==> src/rtl/digit_setter_if.sv <==
// Button/load/number bundle between the push-button front end and the number entry block.
interface digit_setter_if #(
  parameter int unsigned DIGITS = 4
);
  localparam int unsigned W = 4 * DIGITS;

  logic [DIGITS-1:0] btn;
  logic              dir;
  logic              load;
  logic [W-1:0]      load_val;
  logic [W-1:0]      num;
  logic              changed;

  modport master (output btn, dir, load, load_val, input num, changed);
  modport slave  (input btn, dir, load, load_val, output num, changed);
endinterface

==> src/rtl/digit_setter.sv <==
// DIGITS-digit hex/BCD number stepped per digit by synchronised, edge-detected buttons.
// Define DIGIT_SETTER_CARRY_EN to ripple carry/borrow between digits; otherwise digits wrap independently.
module digit_setter #(
  parameter int unsigned          DIGITS = 4,
  parameter int unsigned          RADIX  = 16,
  parameter logic [4*DIGITS-1:0]  INIT   = (4*DIGITS)'(16'h5360)
) (
  input  logic          clk,
  input  logic          rst,
  digit_setter_if.slave bus
);
  localparam int unsigned W     = 4 * DIGITS;
  localparam logic [3:0]  D_MAX = 4'(RADIX - 1);
  localparam logic [4:0]  R5    = 5'(RADIX);

  logic [DIGITS-1:0] s1, s2, s3;
  logic [DIGITS-1:0] press_c;
  logic [W-1:0]      num_q, num_d, load_c, step_c;
  logic              changed_q, changed_d;

  // Synchroniser, history flop and the registered number
  always_ff @(posedge clk) begin
    if (rst) begin
      s1        <= '0;
      s2        <= '0;
      s3        <= '0;
      num_q     <= INIT;
      changed_q <= 1'b0;
    end else begin
      s1        <= bus.btn;
      s2        <= s1;
      s3        <= s2;
      num_q     <= num_d;
      changed_q <= changed_d;
    end
  end

  assign press_c = s2 & ~s3;

  // BCD loads saturate each out-of-range digit at 9
  always_comb begin
    load_c = bus.load_val;
    if (RADIX == 10) begin
      for (int i = 0; i < int'(DIGITS); i++) begin
        if (load_c[4*i +: 4] > 4'd9) load_c[4*i +: 4] = 4'd9;
      end
    end
  end

`ifdef DIGIT_SETTER_CARRY_EN
  // Ripple add/subtract of RADIX^i per pressed digit; carry out of the top digit is dropped
  always_comb begin
    logic       c;
    logic [4:0] t;
    step_c = num_q;
    c      = 1'b0;
    t      = '0;
    for (int i = 0; i < int'(DIGITS); i++) begin
      if (!bus.dir) begin
        t = {1'b0, num_q[4*i +: 4]} + 5'(press_c[i]) + 5'(c);
        c = (t >= R5);
        if (c) t = t - R5;
      end else begin
        t = {1'b0, num_q[4*i +: 4]} - 5'(press_c[i]) - 5'(c);
        c = t[4];
        if (c) t = t + R5;
      end
      step_c[4*i +: 4] = t[3:0];
    end
  end
`else
  // Each pressed digit wraps on its own
  always_comb begin
    step_c = num_q;
    for (int i = 0; i < int'(DIGITS); i++) begin
      if (press_c[i]) begin
        if (!bus.dir)
          step_c[4*i +: 4] = (num_q[4*i +: 4] == D_MAX) ? 4'd0 : num_q[4*i +: 4] + 4'd1;
        else
          step_c[4*i +: 4] = (num_q[4*i +: 4] == 4'd0) ? D_MAX : num_q[4*i +: 4] - 4'd1;
      end
    end
  end
`endif

  // Load outranks presses; changed flags every write even if the value is unchanged
  always_comb begin
    num_d     = num_q;
    changed_d = 1'b0;
    if (bus.load) begin
      num_d     = load_c;
      changed_d = 1'b1;
    end else if (|press_c) begin
      num_d     = step_c;
      changed_d = 1'b1;
    end
  end

  assign bus.num     = num_q;
  assign bus.changed = changed_q;
endmodule
==> src/flat_wrapper.sv <==
// flat-port wrapper written by rule: the top's interface ports become plain ports
module digit_setter_flat 
#(
  parameter int unsigned          DIGITS = 4,
  parameter int unsigned          RADIX  = 16,
  parameter logic [4*DIGITS-1:0]  INIT   = (4*DIGITS)'(16'h5360)
)
  (clk, rst, bus_btn, bus_dir, bus_load, bus_load_val, bus_num, bus_changed);
  digit_setter_if #(.DIGITS(DIGITS)) bus_i ();
  input  logic clk;
  input  logic rst;
  input wire logic [$bits(bus_i.btn)-1:0] bus_btn;
  input wire logic [$bits(bus_i.dir)-1:0] bus_dir;
  input wire logic [$bits(bus_i.load)-1:0] bus_load;
  input wire logic [$bits(bus_i.load_val)-1:0] bus_load_val;
  output wire logic [$bits(bus_i.num)-1:0] bus_num;
  output wire logic [$bits(bus_i.changed)-1:0] bus_changed;
  assign bus_i.btn = bus_btn;
  assign bus_i.dir = bus_dir;
  assign bus_i.load = bus_load;
  assign bus_i.load_val = bus_load_val;
  assign bus_num = bus_i.num;
  assign bus_changed = bus_i.changed;
  digit_setter #(.DIGITS(DIGITS), .RADIX(RADIX), .INIT(INIT)) u_core (.clk(clk), .rst(rst), .bus(bus_i));
endmodule
==> config.mk <==
export PLATFORM = sky130hd
export DESIGN_NAME = digit_setter_flat
export DESIGN_NICKNAME = d
export VERILOG_FILES = /design/src/rtl/digit_setter_if.sv /design/src/rtl/digit_setter.sv /design/src/flat_wrapper.sv
export SDC_FILE = /design/constraint.sdc
export NUM_CORES = 1
export LEC_CHECK = 0
export ABC_AREA = 0
export CAP_MARGIN = 5
export CORE_MARGIN = 3
export CORE_UTILIZATION = 30
export CTS_CLUSTER_SIZE = 12
export DETAILED_ROUTE_END_ITERATION = 10
export SLEW_MARGIN = 10
export SYNTH_ARGS = -nofsm -noshare
export SYNTH_HDL_FRONTEND = slang
export SYNTH_SLANG_ARGS = --single-unit
export TNS_END_PERCENT = 30
==> constraint.sdc <==
create_clock -name clk -period 1.9 [get_ports clk]
set_input_delay 0.475 -clock clk [delete_from_list [all_inputs] [get_ports clk]]
set_output_delay 0.475 -clock clk [all_outputs]
set_load 0.02 [all_outputs]
# Word-level counts from Yosys, hierarchy flattened
# Cells that the tools add are included.
dict set report totals {
  ff_bits 29
  output_inout_bits 17
  word_cells 56
}
dict set report op_classes {
  add_sub_neg 8
  n_eq_ne 4
  muxes 20
  bitwise 2
  reduce_logical 14
}
# cell n
set op_table {}
lappend op_table {{2-to-1 mux 4 bit} 16}
lappend op_table {{2-to-1 mux 16 bit} 2}
lappend op_table {{adder 4 x 1 -> 4 bit (second input constant)} 4}
lappend op_table {{== test 4 bit (second input constant)} 4}
lappend op_table {{zero test 4 bit} 4}
lappend op_table {{subtractor 4 x 1 -> 4 bit (second input constant)} 4}
lappend op_table {{nonzero test 2 bit} 5}
lappend op_table {{AND reduction 2 bit} 4}
lappend op_table {{AND 4 bit} 1}
lappend op_table {{NOT 4 bit} 1}
lappend op_table {{OR reduction 4 bit} 1}
lappend op_table {{2-to-1 mux 1 bit} 2}

# Logic depth before layout (Yosys ltp)
dict set report depth {
  word_depth 6
  mapped_depth 7
}

# Worst setup path after synthesis
# No wires, ideal clock.
dict set report synth_path {
  path_kind {register -> register}
  from {register u_core.num_q[0], in the netlist u_core.bus.num[0]}
  to {register u_core.num_q[3], in the netlist u_core.bus.num[3]}
  setup_ns 0.146
  arrival_ns 1.610
  path_slack_ns 0.144
  stages_incl_launch_ff 8
  period_less_slack_ns 1.756
  path_cell_list {dfxtp_1 -> clkbuf_2 -> inv_1 -> ha_1 -> o21ba_2 -> o31ai_1 -> a2111oi_0 -> a2111oi_0}
}
dict set report synth_between {
  elab_chain_cells 6
  word_cells_on_any_way 10
}
# item line
set synth_lines {}
lappend synth_lines {{start, declared} digit_setter.sv:18} ;# logic [W-1:0] num_q, num_d, load_c, step_c;
lappend synth_lines {{start signal, assigned} digit_setter.sv:33} ;# num_q <= num_d;
lappend synth_lines {{adder 4 x 1 -> 4 bit, or another cell as far along} digit_setter.sv:78} ;# step_c[4*i +: 4] = (num_q[4*i +: 4] == D_MAX) ? 4'd0 : num_q[4*i +: 4] + 4'd1;
lappend synth_lines {{2-to-1 mux 4 bit (on tied branches)} {digit_setter.sv:78, digit_setter.sv:80}}
lappend synth_lines {{2-to-1 mux 4 bit (*)} digit_setter.sv:77} ;# if (!bus.dir)
lappend synth_lines {{2-to-1 mux 4 bit (*)} digit_setter.sv:76} ;# if (press_c[i]) begin
lappend synth_lines {{2-to-1 mux 16 bit (*)} digit_setter.sv:93} ;# end else if (|press_c) begin
lappend synth_lines {{2-to-1 mux 16 bit (*)} digit_setter.sv:90} ;# if (bus.load) begin
# Mark *: on every way between the ends. The rest lies on a longest branch, timed or not. The select of a mux whose other input is x is not followed.
# A chain may end at the register's enable or synchronous reset.

# Worst setup path after layout
dict set report layout_path {
  from {register u_core.num_q[5], in the netlist u_core.bus.num[5]}
  to {output port bus_num[5]}
}
# item line
set layout_lines {}
lappend layout_lines {{end, declared} flat_wrapper.sv:16} ;# output wire logic [$bits(bus_i.num)-1:0] bus_num;
# No word-level cell between the ends.

==> flow_metrics.env <==
export IMPL_synthAdderAreaFrac_pct=6.04
export IMPL_hold_path_class="reg2reg"
export IMPL_critPathBufInv=1
export IMPL_yosys_area_share_xor_xnor_pct=4.23
export IMPL_cts_htree_levels=2
export IMPL_fmax_mhz=549
export IMPL_place_gp_congestion=0.818
export IMPL_clock_skew_ps=5.43
export IMPL_p_leak_nw=1.03
export IMPL_synth_fp_nets=231
export IMPL_slew_violations=0
export IMPL_synth_compound_area_share_pct=25.0
export IMPL_clkTransAtPathRegs_ps=60
export IMPL_highest_layer="met4"
export IMPL_startpoint_type="register"
export IMPL_synthCells=199
export IMPL_route_detailed_drc=0
export IMPL_rsz0062_at_grt="no"
export IMPL_drt_first_pass_iters=4
export IMPL_hold_viol_final=0
export IMPL_track_usage_pct=12.9
export IMPL_fin_setup_tns_ps=0
export IMPL_cp_slowest_cell="clkdlybuf4s50_1"
export IMPL_hold_buffers=0
export IMPL_syn_cell_area_um2=1660
export IMPL_m1WireLength_um=1900
export IMPL_n_antenna_cell=0
export IMPL_ir_drop_v=0.000358
export IMPL_clock_path_buffers=2
export IMPL_final_fill_count=548
export IMPL_path_cells="clkdlybuf4s50_1"
export IMPL_max_slew_margin_pct=78.8
export IMPL_final_nets=279
export IMPL_outcome="complete, no violations"
export IMPL_fin_crit_sh_pct=95.9
export IMPL_worst_pin_slew_ps=310
export IMPL_drive_gt1_share_pct=8.87
export IMPL_wl_per_cell_um=12.1
export IMPL_grt_pass1_wl_um=6670
export IMPL_cp_data_arrival_time_ps=1350
export IMPL_dieArea_um2=6450
export IMPL_slowest_delay_ps=640
export IMPL_met3WireLength_um=204
export IMPL_yosys_mux_area_fraction_pct=1.81
export IMPL_cts_tree="built"
export IMPL_ioPinCount=41
export IMPL_grt_pass1_vias=1487
export IMPL_ys_ff_latch=29
export IMPL_finalWorstSetupSlack_ps=78.5
export IMPL_std_cell_rows=26
export IMPL_avgSynthCellArea_um2=8.33
export IMPL_antenna_found_initial=0
export IMPL_routed_wl_um=3860
export IMPL_maxCapViolCount=0
export IMPL_crit_required_ps=1420
export IMPL_first_iter_violations=50
export IMPL_die_w_um=80.3
export IMPL_dpl_hpwl_um=2880
export IMPL_coreArea_um2=5240
export IMPL_cts_buffers_inserted=5
export IMPL_grt_overflow_total=0
export IMPL_num_vias=1532
export IMPL_io_buffer_count=40
export IMPL_wl_met2_um=1720
export IMPL_grt_max_degree=21
export IMPL_cts_sinks=29
export IMPL_power_mw=1.53
export IMPL_yosysWarnings=0
export IMPL_drt_vias_per_instance=4.82
export IMPL_ys_types=39
export IMPL_ys_seq_area_share_pct=35.0
export IMPL_clk_latency_ps=280
export IMPL_start_util_pct=31.7
export IMPL_path_delay_family="buffers and inverters"
export IMPL_root_buffer="clkbuf_8"
export IMPL_synthSimpleGateAreaFrac_pct=21.4
export IMPL_criticalPathCategory="reg2out"
export IMPL_pre_cts_slack_ps=33.7
export IMPL_antenna_left=0
export IMPL_end_kind="primary output"
export IMPL_area_delta_synth_final_pct=38.5
export IMPL_crit_fanout=6
export IMPL_synth_top_family_by_area="compound AO/OA/AOI/OAI gates"
export IMPL_setup_violations=0
export IMPL_die_h_um=80.3
export IMPL_period_minus_slack_ps=1820
export IMPL_utilization_pct=43.8
export IMPL_power_density_nw_per_um2=666
[synthesized netlist by cell type (all sizes together)]
cell	instances	area (um^2)
a21oi	16	80.1
clkbuf	7	27.5
o21ai	7	35.0
nor3b	3	22.5
a2111oi	2	17.5
a31oi	11	68.8
nand2b	8	50.1
mux2i	3	30.0
o211ai	1	7.51
o21a	2	15.0
xnor2	3	26.3
nor4b	2	17.5
a311oi	1	8.76
or2	2	12.5
or4	1	7.51
a41oi	1	8.76
o22ai	2	12.5
buf	3	21.3
a211oi	2	15.0
o31ai	4	30.0
a21o	2	15.0
ha	8	100
nor2	13	48.8
nand2	8	30.0
nor3	3	15.0
a211o	6	52.6
a221o	2	20.0
xor2	5	43.8
nor2b	18	113
inv	16	60.1
nand3b	5	37.5
a311o	1	10.0
o21ba	1	10.0
o21bai	1	7.51
dfxtp	29	581
[kinds of logic after synthesis]
group,after synthesis
buf+inv,26
compound gates,62
mux,3
flops,29
fa+ha+maj,8
simple gates,63
xor+xnor,8
[registers in the layout, indices dropped and copies added (netlist names)]
signal              flops
u_core.s1               4
u_core.bus.changed      1
u_core.s2               4
u_core.bus.num         16
u_core.s3               4
[cells in the final DEF, fill, tap and decap left out, types with 2 or more instances in the layout]
| master | instances |
|---|---|
| dfxtp_1 | 27 |
| o31ai_1 | 4 |
| dlymetal6s2s_1 | 8 |
| ha_1 | 8 |
| a221o_1 | 2 |
| dfxtp_2 | 2 |
| a211o_1 | 6 |
| a21o_1 | 2 |
| nor3b_1 | 3 |
| nand2_1 | 8 |
| clkinv_2 | 2 |
| a31oi_1 | 11 |
| nor3_1 | 3 |
| a21oi_1 | 16 |
| clkbuf_8 | 5 |
| a2111oi_0 | 2 |
| nor2b_1 | 18 |
| a211oi_1 | 2 |
| buf_4 | 10 |
| o21ai_0 | 7 |
| xnor2_1 | 3 |
| o22ai_1 | 2 |
| mux2i_1 | 3 |
| inv_1 | 15 |
| nor4b_1 | 2 |
| nand3b_1 | 5 |
| xor2_1 | 5 |
| nor2_1 | 13 |
| o21a_1 | 2 |
| nand2b_1 | 8 |
| clkdlybuf4s50_1 | 31 |
[report_power, final]
part / internal [mW] / leakage (nW) / switching, mW
combinational: 0.187 / 0.742 / 0.158
clock: 0.253 / 0.0450 / 0.237
sequential: 0.646 / 0.240 / 0.0479
total: 1.09 / 1.03 / 0.443
[repair_timing]
item / 4_1_cts / 5_1_grt
setup endpoints to repair: 3 / 8
pin swaps: 0 / 0
buffers inserted: 0 / 0
resized for setup: 3 / 8
[worst paths after layout]
kind	start	endpoint	slack (ps)	depth (start not counted)
worst max register to register	u_core.bus.num[1]	u_core.bus.num[3]	260	6
worst min register to register	u_core.s1[3]	u_core.s2[3]	440	1
worst min-delay path	u_core.s1[3]	u_core.s2[3]	440	1
worst max-delay path	u_core.bus.num[5]	bus_num[5]	80	1
[layer usage]
metal,up-vias,track usage (%)
met5,-,0
met4,0,4.56
met3,2,3.25
met2,34,20.9
met1,699,16.7
li1,797,-
[area by class of cell]
class                      count  area, um^2  area share [%]
tap                           70        87.6            3.81
clock inverter                 2        10.0           0.436
clock buffer                   6        72.6            3.16
timing repair buffer          51         514            22.4
sequential                    29         583            25.4
inverter                      16        60.1            2.62
multi-input combinational    144         968            42.2
[per-stage QoR]
step | cells | hold WS, ps | area, um^2
after detailed placement | 310 | 423 | 2190
after global routing | 318 | 453 | 2300
after CTS | 318 | 439 | 2280
final | 318 | 441 | 2300
after global placement | 310 | 418 | 2190
after floorplan | 199 | 414 | 1660
Power figures use the tool's default switching activity.
